$ cat src/rtl/shift_sequencer_pkg.sv
// Shared types for the shift sequencer:
// FSM states, op codes and default widths.
package shift_sequencer_pkg;

  localparam int SEQ_WIDTH = 16;
  localparam int SEQ_CNT_W = 4;

  typedef enum logic [1:0] {
    S_IDLE  = 2'd0,
    S_SHIFT = 2'd1,
    S_DONE  = 2'd2
  } state_t;

  typedef enum logic [1:0] {
    OP_NONE = 2'b00,
    OP_LSL  = 2'b01,
    OP_LSR  = 2'b10,
    OP_ASR  = 2'b11
  } op_t;

endpackage

$ cat src/rtl/shift_sequencer_shifter.sv
// Single-bit shifter step: LSL, LSR (zero fill)
// or ASR (sign fill); bits shifted out are lost.
module shift_sequencer_shifter
  import shift_sequencer_pkg::*;
#(
  parameter int WIDTH = SEQ_WIDTH
) (
  input  logic [WIDTH-1:0] i_in,
  input  op_t              i_shift,
  output logic [WIDTH-1:0] o_sout
);

  always_comb begin
    o_sout = i_in;
    unique case (i_shift)
      OP_NONE: o_sout = i_in;
      OP_LSL:  o_sout = {i_in[WIDTH-2:0], 1'b0};
      OP_LSR:  o_sout = {1'b0, i_in[WIDTH-1:1]};
      OP_ASR:  o_sout = {i_in[WIDTH-1], i_in[WIDTH-1:1]};
    endcase
  end

endmodule

$ cat src/rtl/shift_sequencer.sv
// Multi-cycle shift-by-N controller: loads the operand once,
// then steps the single-bit shifter once per clock.
module shift_sequencer
  import shift_sequencer_pkg::*;
#(
  parameter int WIDTH = SEQ_WIDTH,
  parameter int CNT_W = SEQ_CNT_W
) (
  input  logic             i_clk,
  input  logic             i_reset,
  input  logic             i_start,
  input  logic [WIDTH-1:0] i_in_val,
  input  logic [1:0]       i_op,
  input  logic [CNT_W-1:0] i_count,
  output logic             o_busy,
  output logic             o_done,
  output logic [WIDTH-1:0] o_result
);

  state_t           r_state;
  state_t           w_next;
  logic [WIDTH-1:0] r_acc;
  logic [CNT_W-1:0] r_rem;
  op_t              r_op;

  logic [WIDTH-1:0] w_sout;
  logic [CNT_W-1:0] w_n;
  logic             w_accept;

  assign w_n = (op_t'(i_op) == OP_NONE) ? '0 : i_count;

  assign w_accept = i_start &&
                    (r_state == S_IDLE || r_state == S_DONE);

  assign o_result = r_acc;

  shift_sequencer_shifter #(
    .WIDTH (WIDTH)
  ) u_shifter (
    .i_in    (r_acc),
    .i_shift (r_op),
    .o_sout  (w_sout)
  );

  always_comb begin
    w_next = S_IDLE;
    o_busy = 1'b0;
    o_done = 1'b0;
    case (r_state)
      S_IDLE: begin
        if (w_accept)
          w_next = (w_n == '0) ? S_DONE : S_SHIFT;
      end
      S_SHIFT: begin
        o_busy = 1'b1;
        w_next = (r_rem <= CNT_W'(1)) ? S_DONE : S_SHIFT;
      end
      S_DONE: begin
        o_done = 1'b1;
        if (w_accept)
          w_next = (w_n == '0) ? S_DONE : S_SHIFT;
      end
      default: w_next = S_IDLE;
    endcase
  end

  always_ff @(posedge i_clk) begin
    if (i_reset) begin
      r_state <= S_IDLE;
      r_acc   <= '0;
      r_rem   <= '0;
      r_op    <= OP_NONE;
    end else begin
      r_state <= w_next;
      if (w_accept) begin
        r_acc <= i_in_val;
        r_op  <= op_t'(i_op);
        r_rem <= w_n;
      end else if (r_state == S_SHIFT) begin
        r_acc <= w_sout;
        r_rem <= r_rem - CNT_W'(1);
      end
    end
  end

endmodule

$ cat config.mk
export PLATFORM = sky130hd
export DESIGN_NAME = shift_sequencer
export DESIGN_NICKNAME = d
export VERILOG_FILES = /design/src/rtl/shift_sequencer_pkg.sv /design/src/rtl/shift_sequencer_shifter.sv /design/src/rtl/shift_sequencer.sv
export SDC_FILE = /design/constraint.sdc
export NUM_CORES = 1
export LEC_CHECK = 0
export BUFFER_PORTS_ARGS = -buffer_cell sky130_fd_sc_hd__clkbuf_2
export CORE_MARGIN = 2
export CORE_UTILIZATION = 30
export DETAILED_ROUTE_END_ITERATION = 10
export GPL_TIMING_DRIVEN = 0
export PLACE_DENSITY_LB_ADDON = 0.12
export SLEW_MARGIN = 20
export SYNTH_ARGS = -nofsm -noshare
export SYNTH_HDL_FRONTEND = slang
export SYNTH_HIERARCHICAL = 1
export SYNTH_SLANG_ARGS = --single-unit
$ cat constraint.sdc
create_clock -name i_clk -period 1.4 [get_ports i_clk]
set_input_delay 0.07 -clock i_clk [delete_from_list [all_inputs] [get_ports i_clk]]
set_output_delay 0.07 -clock i_clk [all_outputs]
set_load 0.02 [all_outputs]
==> flow_summary.toml, run 1 <==
[sta]
period_needed_ps = 1278
rsz0062_at_grt = "no"
maxSlewHeadroom_pct = 68.31
finalMaxSlewViolations = 0
post-route-period-util_pct = 91.27
setup_viol = 0
clock_skew_ps = 8.477
timing.fmax_mhz = 782.6
hold_viol = 0
tightest_slew_ps = 471.0
final.setup.tns_ps = 0

[global_routing]
grt_use_met1_pct = 18.78
overflow = 0
grt_pass1_wl_mm = 6.437
antenna_found_initial = 0
gr-max-usage-layer = "met2"
grt_pass1_vias = 1376
grt_use_total_pct = 15.08
met2_usage_pct = 26.59
use_met3_pct = 3.292
grt_max_degree = 15

[pwr]
powerDensity_nw_per_um2 = 1094
finalPower_mw = 1.970
ir_worst_vdd_uv = 607.0
p_leak_nw = 0.7498

[logic_synthesis]
synth_edf_count = 0
async_flop_share_pct = 0
syn_nets = 217
syn_area_um2 = 1451
syn-instance-count = 190
yosysWarnings = 6
syn_area_per_cell_um2 = 7.639
ys_seq_elements = 24
ys.flop_type = "dfxtp_1"
seq_area_frac_synth_pct = 33.10
synthDistinctLibCells = 29

[critical_path]
path_cells = "nand2b_1 -> inv_1 -> buf_4 -> clkbuf_2"
critical_path.max_stage_delay_ps = 310
worstPathArrival_ps = 1210
worst_ep_required_time_ps = 1330
crit_type = "register to output pin"
startpoint_type = "register"
cp-end-kind = "output pin"
cp_max_fo = 10
slowest_stage = "dfxtp_1"

[floorplanning]
placementRows = 25
die_area_um2 = 5410
coreArea_um2 = 4692
io_pins = 43
die_w_um = 73.56
die_h_um = 73.56
start_util_pct = 30.93

[clock_tree]
holdBufCountCts = 0
tritoncts = "built"
cts_resized = 0
clk_pin_slew_ps = 80
root_buffer = "clkbuf_8"
clkSinkCount = 24
numCtsBuffers = 3
post-cts-setup-buffers = 0
clockBufferDepth = 2
htree_levels = 1
clkLatencyLatePin_ps = 270

[route]
wl_mm = 3.769
vias = 1440
post_drt_wl_per_cell_um = 13.00
drt_pre_antenna_iters = 4
vias_per_cell = 4.966
drtIter0Drc = 67
drc = 0
antenna_left = 0

[cells_and_area]
final_common_cell = "nand2_1"
num_antenna_cells = 0
fin_util_pct = 38.37
layout-area-overhead-vs-synth_pct = 24.05
final_area_um2 = 1800
drive_above_1_share_pct = 25.42
nNetsFinal = 264
final_cells = 290
layout_common_cells = "nand2_1, clkbuf_2, nor2_1"
fillCellCount = 509

[placed_design]
dp_hpwl_mm = 2.825
dpl-instance-area_um2 = 1729
port_buffers = 42
dp_cells = 286
gp_congestion = 0.7294

[hold_path]
hp-class = "input port to register"

[flow_run]
maxCapViolations = 0

[run_status]
run_status = "finished clean"
## routing by layer
metal	wire length, µm	up-vias
met1	1735	658
met3	152	2
met5	0	-
li1	-	753
met2	1856	27
met4	25	0
## stage by stage
step / worst slack [ps] / hold slack, ps
2_1_floorplan: 221.4 / 142.1
3_3_place_gp: 142.4 / 325.5
3_5_place_dp: 142.5 / 323.1
4_1_cts: 84.43 / 29.47
5_1_grt: 0.06328 / 47.33
6_report: 122.2 / 37.13
## flip-flops by register name, indices dropped and copies added (netlist names)
signal    cells
o_result     16
r_state       2
r_op          2
r_rem         4
## worst paths after layout
path                            slack [ps]    endpoint  cells after the start       start
worst min register to register         500    r_rem[1]                      2    r_rem[1]
worst max-delay path                   120      o_busy                      4  r_state[1]
worst max register to register         140  r_state[1]                      5    r_rem[0]
worst min-delay path                    40    r_rem[3]                      3  i_count[3]
## critical path: cells and delay by family, from the launching register on
family	cells	cell delay, ps
flops	1	310
simple gates	1	190
buf+inv	3	440
## kinds of logic after synthesis
family	count (synthesis)	share of synthesized area [%]
AOI/OAI and AO/OA	43	20.34
xor gates and xnor gates	1	0.6036
adders and majority gates	2	1.724
buffers and inverters	19	9.483
DFF	24	33.10
muxes	17	11.81
and+or+nand+nor	84	22.93
## report_power, final
group	switching, mW	internal (mW)
Sequential	0.0735	0.748
Combinational	0.301	0.226
Clock	0.238	0.383
Total	0.613	1.36
## Yosys cell counts, types with 2 or more instances
cell type | instances | area share (%)
inv_1 | 3 | 0.78
nor2_1 | 27 | 7.0
nand3_1 | 2 | 0.69
a21oi_1 | 5 | 1.7
nand2b_1 | 2 | 0.86
buf_4 | 5 | 2.6
a311oi_1 | 16 | 9.7
o21ai_0 | 7 | 2.4
a22o_1 | 2 | 1.2
buf_6 | 2 | 1.6
nor3_1 | 2 | 0.69
nand2_1 | 48 | 12
ha_1 | 2 | 1.7
clkbuf_1 | 2 | 0.52
mux2i_1 | 16 | 11
dfxtp_1 | 24 | 33
o21ai_1 | 9 | 3.1
buf_2 | 5 | 1.7
## area by class of cell
| cell class | count | area [µm²] | share of cell area (%) |
|---|---|---|---|
| multi-input cells | 147 | 833.3 | 46.28 |
| flip-flops and latches | 24 | 480.5 | 26.69 |
| repair buffers | 42 | 210.2 | 11.67 |
| plain buffers | 16 | 126.4 | 7.019 |
| well taps | 54 | 67.56 | 3.753 |
| clock buffers | 3 | 41.29 | 2.293 |
| clock inverters | 1 | 30.03 | 1.668 |
| inverters | 3 | 11.26 | 0.6254 |
No activity file was read; power rests on OpenSTA's default activity.
==> run 2, diff against run 1 <==
--- a/config.mk
+++ b/config.mk
@@ -5,7 +5,7 @@
 export SDC_FILE = /design/constraint.sdc
 export NUM_CORES = 1
 export LEC_CHECK = 0
-export BUFFER_PORTS_ARGS = -buffer_cell sky130_fd_sc_hd__clkbuf_2
+export BUFFER_PORTS_ARGS = -buffer_cell sky130_fd_sc_hd__buf_2
 export CORE_MARGIN = 2
 export CORE_UTILIZATION = 30
 export DETAILED_ROUTE_END_ITERATION = 10
==> constraint.sdc (replaced) <==
create_clock -name i_clk -period 1 [get_ports i_clk]
set_input_delay 0.05 -clock i_clk [delete_from_list [all_inputs] [get_ports i_clk]]
set_output_delay 0.05 -clock i_clk [all_outputs]
set_load 0.02 [all_outputs]
==> flow_summary.toml, run 2 (synthesis results as in run 1) <==
[pwr]
clockPowerShare_pct = 23.1
p_leak_nw = 0.8992
comb_power_share_pct = 36.7
powerDensity_nw_per_um2 = 1332
ir_worst_vdd_uv = 749.5
power_switching_mw = 0.9573
intPower_mw = 1.934
p_sw_share_pct = 33.11
seqPwrFrac_pct = 40.2

[flow_run]
maxCapViolations = 0

[hold_path]
hold_path_end = "r_rem[3]"
hp-class = "input port to register"
hold_depth = 3
hold_start = "i_count[3]"

[sta]
clock_skew_ps = 6.911
setup_viol = 25
fin_hold_ws_ps = 39.80
tightest_slew_ps = 534.2
rsz0062_at_grt = "yes"
fin_ws_ps = -237.6
finalMaxSlewViolations = 0
maxSlewHeadroom_pct = 64.39
hold_viol = 0
timing.fmax_mhz = 808.0
period_needed_ps = 1238
post-route-period-util_pct = 123.8

[cells_and_area]
fillCellCount = 511
final_common_cell = "nand2_1"
final_area_um2 = 2171
regArea_um2 = 495.5
drive_above_1_share_pct = 43.50
num_antenna_cells = 0
layout_common_cells = "nand2_1, buf_2, nor2_1"
layout-area-overhead-vs-synth_pct = 49.57
multiInputGateArea_um2 = 979.7
largest_reg_flops = 16
nNetsFinal = 274

[route]
drc = 0
wl_met1_mm = 1.940
drt_pre_antenna_iters = 4
met3_length_um = 130
antenna_left = 0
vias = 1534
drtIter0Drc = 110
wl_mm = 4.297
vias_per_cell = 5.113
top_layer = "met4"
route.met2.wl_mm = 2.177
post_drt_wl_per_cell_um = 14.32

[clock_tree]
root_buffer = "clkbuf_8"
clkLatencyLatePin_ps = 270
tritoncts = "built"
clkSinkCount = 24
htree_levels = 1
numCtsBuffers = 3
clk_pin_slew_ps = 90
clockBufferDepth = 2

[critical_path]
rr_worst_depth = 6
worst_ep_required_time_ps = 1190
rr_endpoint = "o_result[5]"
crit_type = "register to register"
regToRegSetupSlack_ps = -240
cp-end-kind = "register"
r2r_start = "r_op[0]"
worstPathArrival_ps = 1430
startpoint_type = "register"
cp_max_fo = 8

[floorplanning]
die_h_um = 73.56
io_pins = 43
die_area_um2 = 5410
start_util_pct = 30.93
placementRows = 25
coreArea_um2 = 4692
die_w_um = 73.56

[placed_design]
dpl-instance-area_um2 = 1790
dp_hpwl_mm = 2.856
gp_congestion = 0.7506
port_buffers = 42

[run_status]
run_status = "finished with violations"
violations = "setup timing"

[global_routing]
overflow = 0
grt_pass1_wl_mm = 6.665
antenna_found_initial = 0
grt_max_degree = 14
grt_use_total_pct = 15.99
grt_pass1_vias = 1377
-- run 2: how the worst max path moves through the flow --
stage,start,to,slack [ps]
floorplan,r_op[0],o_result[2],-150
global placement,r_op[0],o_result[5],-230
detailed placement,r_op[0],o_result[14],-220
CTS,r_op[0],o_result[14],-240
global route,r_op[0],o_result[5],-320
finish,r_op[0],o_result[5],-240
-- run 2: critical path, stage by stage, from the launching register on --
cell and delay [ps]:
dfxtp_2 330, buf_6 140, buf_12 140, mux2i_1 110
o21ai_1 140, nand2_1 90, a311oi_2 220
-- run 2: routing by layer --
layer	global-route usage [%]	vias up
li1	-	776
met1	20.63	733
met2	26.88	21
met3	3.429	4
met4	4.242	0
met5	0	-
-- run 2: power by group through the flow --
stage,logic (mW),registers [mW],clock network (mW)
final,1.06,1.16,0.667
after global routing,1.16,1.18,0.735
after CTS,0.953,1.16,0.704
after detailed placement,0.793,1.18,0
after global placement,0.794,1.18,0
after floorplan,0.497,1.24,0
-- run 2: per-stage QoR --
stage / total power, mW / setup WS (ps) / setup TNS (ps) / util [%] / instances
after detailed placement: 1.975 / -224.0 / -3839 / 38.16 / 286
final: 2.891 / -237.6 / -4370 / 46.27 / 300
after floorplan: 1.732 / -148.4 / -1901 / - / 190
after CTS: 2.818 / -237.8 / -4518 / 43.28 / 298
after global placement: 1.976 / -233.7 / -3684 / 38.16 / 286
after global routing: 3.069 / -319.8 / -6195 / 46.27 / 300
-- run 2: layout make-up --
cell class	instances	area share, %
buffer	12	5.994
multi-input combinational	147	45.13
timing repair buffer	56	19.54
inverter	3	0.8646
sequential	24	22.82
clock buffer	4	2.536
tap	54	3.112
-- run 2: timing repair --
action / in CTS / in global routing
gates cloned: 3 / 2
pin swaps: 7 / 12
resized for setup: 27 / 27
buffers inserted: 7 / 3
hold buffers: 0 / 0
endpoints found under the setup margin: 25 / 25
==> run 3, diff against run 2 <==
--- a/config.mk
+++ b/config.mk
@@ -6,7 +6,6 @@
 export NUM_CORES = 1
 export LEC_CHECK = 0
 export BUFFER_PORTS_ARGS = -buffer_cell sky130_fd_sc_hd__buf_2
-export CORE_MARGIN = 2
 export CORE_UTILIZATION = 30
 export DETAILED_ROUTE_END_ITERATION = 10
 export GPL_TIMING_DRIVEN = 0
==> constraint.sdc (replaced) <==
create_clock -name i_clk -period 1.51 [get_ports i_clk]
set_input_delay 0.0755 -clock i_clk [delete_from_list [all_inputs] [get_ports i_clk]]
set_output_delay 0.0755 -clock i_clk [all_outputs]
set_load 0.02 [all_outputs]
==> flow_summary.toml, run 3 (synthesis results as in run 1) <==
[run_status]
run_status = "finished clean"

[cells_and_area]
fin_util_pct = 39.56
layout_common_cells = "nand2_1, buf_2, nor2_1"
largest_reg_flops = 16
drive_above_1_share_pct = 25.42
fillCellCount = 516
num_antenna_cells = 0
final_common_cell = "nand2_1"
layout-area-overhead-vs-synth_pct = 22.76
nNetsFinal = 264

[flow_run]
maxCapViolations = 0

[hold_path]
hp-class = "input port to register"

[clock_tree]
clkSinkCount = 24
root_buffer = "clkbuf_8"
clkLatencyLatePin_ps = 270
tritoncts = "built"
holdBufCountCts = 0
clockBufferDepth = 2
cts_resized = 0
numCtsBuffers = 3
htree_levels = 1
clk_pin_slew_ps = 90
post-cts-setup-buffers = 0

[critical_path]
slowest_stage = "dfxtp_1"
startpoint_type = "register"
cp_max_fo = 10
crit_type = "register to output pin"
worst_ep_required_time_ps = 1430
critical_path.max_stage_delay_ps = 310
regToRegSetupSlack_ps = 220
cp-end-kind = "output pin"
worstPathArrival_ps = 1230
path_cells = "nand2b_1 -> inv_1 -> buf_4 -> buf_2"

[floorplanning]
die_w_um = 71.56
placementRows = 24
die_h_um = 71.56
io_pins = 43
coreArea_um2 = 4504
die_area_um2 = 5120
start_util_pct = 32.22

[placed_design]
place_ws_ps = 259.8
gp_congestion = 0.7390
dp_hpwl_mm = 2.758
port_buffers = 42

[sta]
final.setup.tns_ps = 0
fin_ws_ps = 205.4
hold_viol = 0
period_needed_ps = 1305
rsz0062_at_grt = "no"
clock_skew_ps = 2.070
tightest_slew_ps = 488.9
timing.fmax_mhz = 766.5
maxSlewHeadroom_pct = 67.41
post-route-period-util_pct = 86.40
setup_viol = 0
finalMaxSlewViolations = 0

[pwr]
powerDensity_nw_per_um2 = 960.6
ir_worst_vdd_uv = 405.1
p_leak_nw = 0.7462

[route]
vias_per_cell = 5.063
drt_pre_antenna_iters = 4
wl_mm = 3.833
antenna_left = 0
vias = 1458
drc = 0
post_drt_wl_per_cell_um = 13.31
drtIter0Drc = 72

[global_routing]
grt_pass1_vias = 1364
antenna_found_initial = 0
grt_max_degree = 14
grt_pass1_wl_mm = 6.334
grt_use_total_pct = 15.46
overflow = 0
run 3: metal layers:
metal / track usage (%) / share of wire [%]
met1: 19.57 / 47
met2: 27.51 / 48
met3: 3.235 / 4.5
met4: 2.614 / 0.55
met5: 0 / 0
run 3: worst max-delay path: cells and delay by family (launching register included):
family	cells	cell delay, ps
flip-flops	1	310
AND/OR/NAND/NOR	1	190
buffers and inverters	3	440
run 3: worst paths after layout:
check                           cells after the start            to        from
worst max-delay path                                4        o_busy  r_state[1]
worst min-delay path                                2  o_result[10]     i_reset
worst max register to register                      6  o_result[11]     r_op[0]
worst min register to register                      2      r_rem[1]    r_rem[1]
run 3: power by group:
part | leakage (nW) | internal (mW) | switching, mW | total [mW]
Clock | 0.0288 | 0.233 | 0.223 | 0.456
Sequential | 0.199 | 0.694 | 0.0669 | 0.761
Combinational | 0.519 | 0.212 | 0.283 | 0.495
Total | 0.746 | 1.14 | 0.573 | 1.71
run 3: layout make-up:
type | instances | area [µm²] | area share (%)
Multi-Input combinational cell | 147 | 833.3 | 46.77
Tap cell | 52 | 65.06 | 3.652
Buffer | 16 | 126.4 | 7.093
Inverter | 3 | 11.26 | 0.6320
Sequential cell | 24 | 480.5 | 26.97
Timing Repair Buffer | 42 | 210.2 | 11.80
Clock buffer | 4 | 55.05 | 3.090
run 3: metrics by stage:
stage | cells | power (mW) | cell area (µm²) | hold WS [ps]
after floorplan | 190 | 1.113 | 1451 | 147.6
after global placement | 284 | 1.273 | 1727 | 334.6
after detailed placement | 284 | 1.272 | 1727 | 329.7
after CTS | 288 | 1.735 | 1782 | 32.15
after global routing | 288 | 1.808 | 1782 | 57.84
final | 288 | 1.711 | 1782 | 44.32
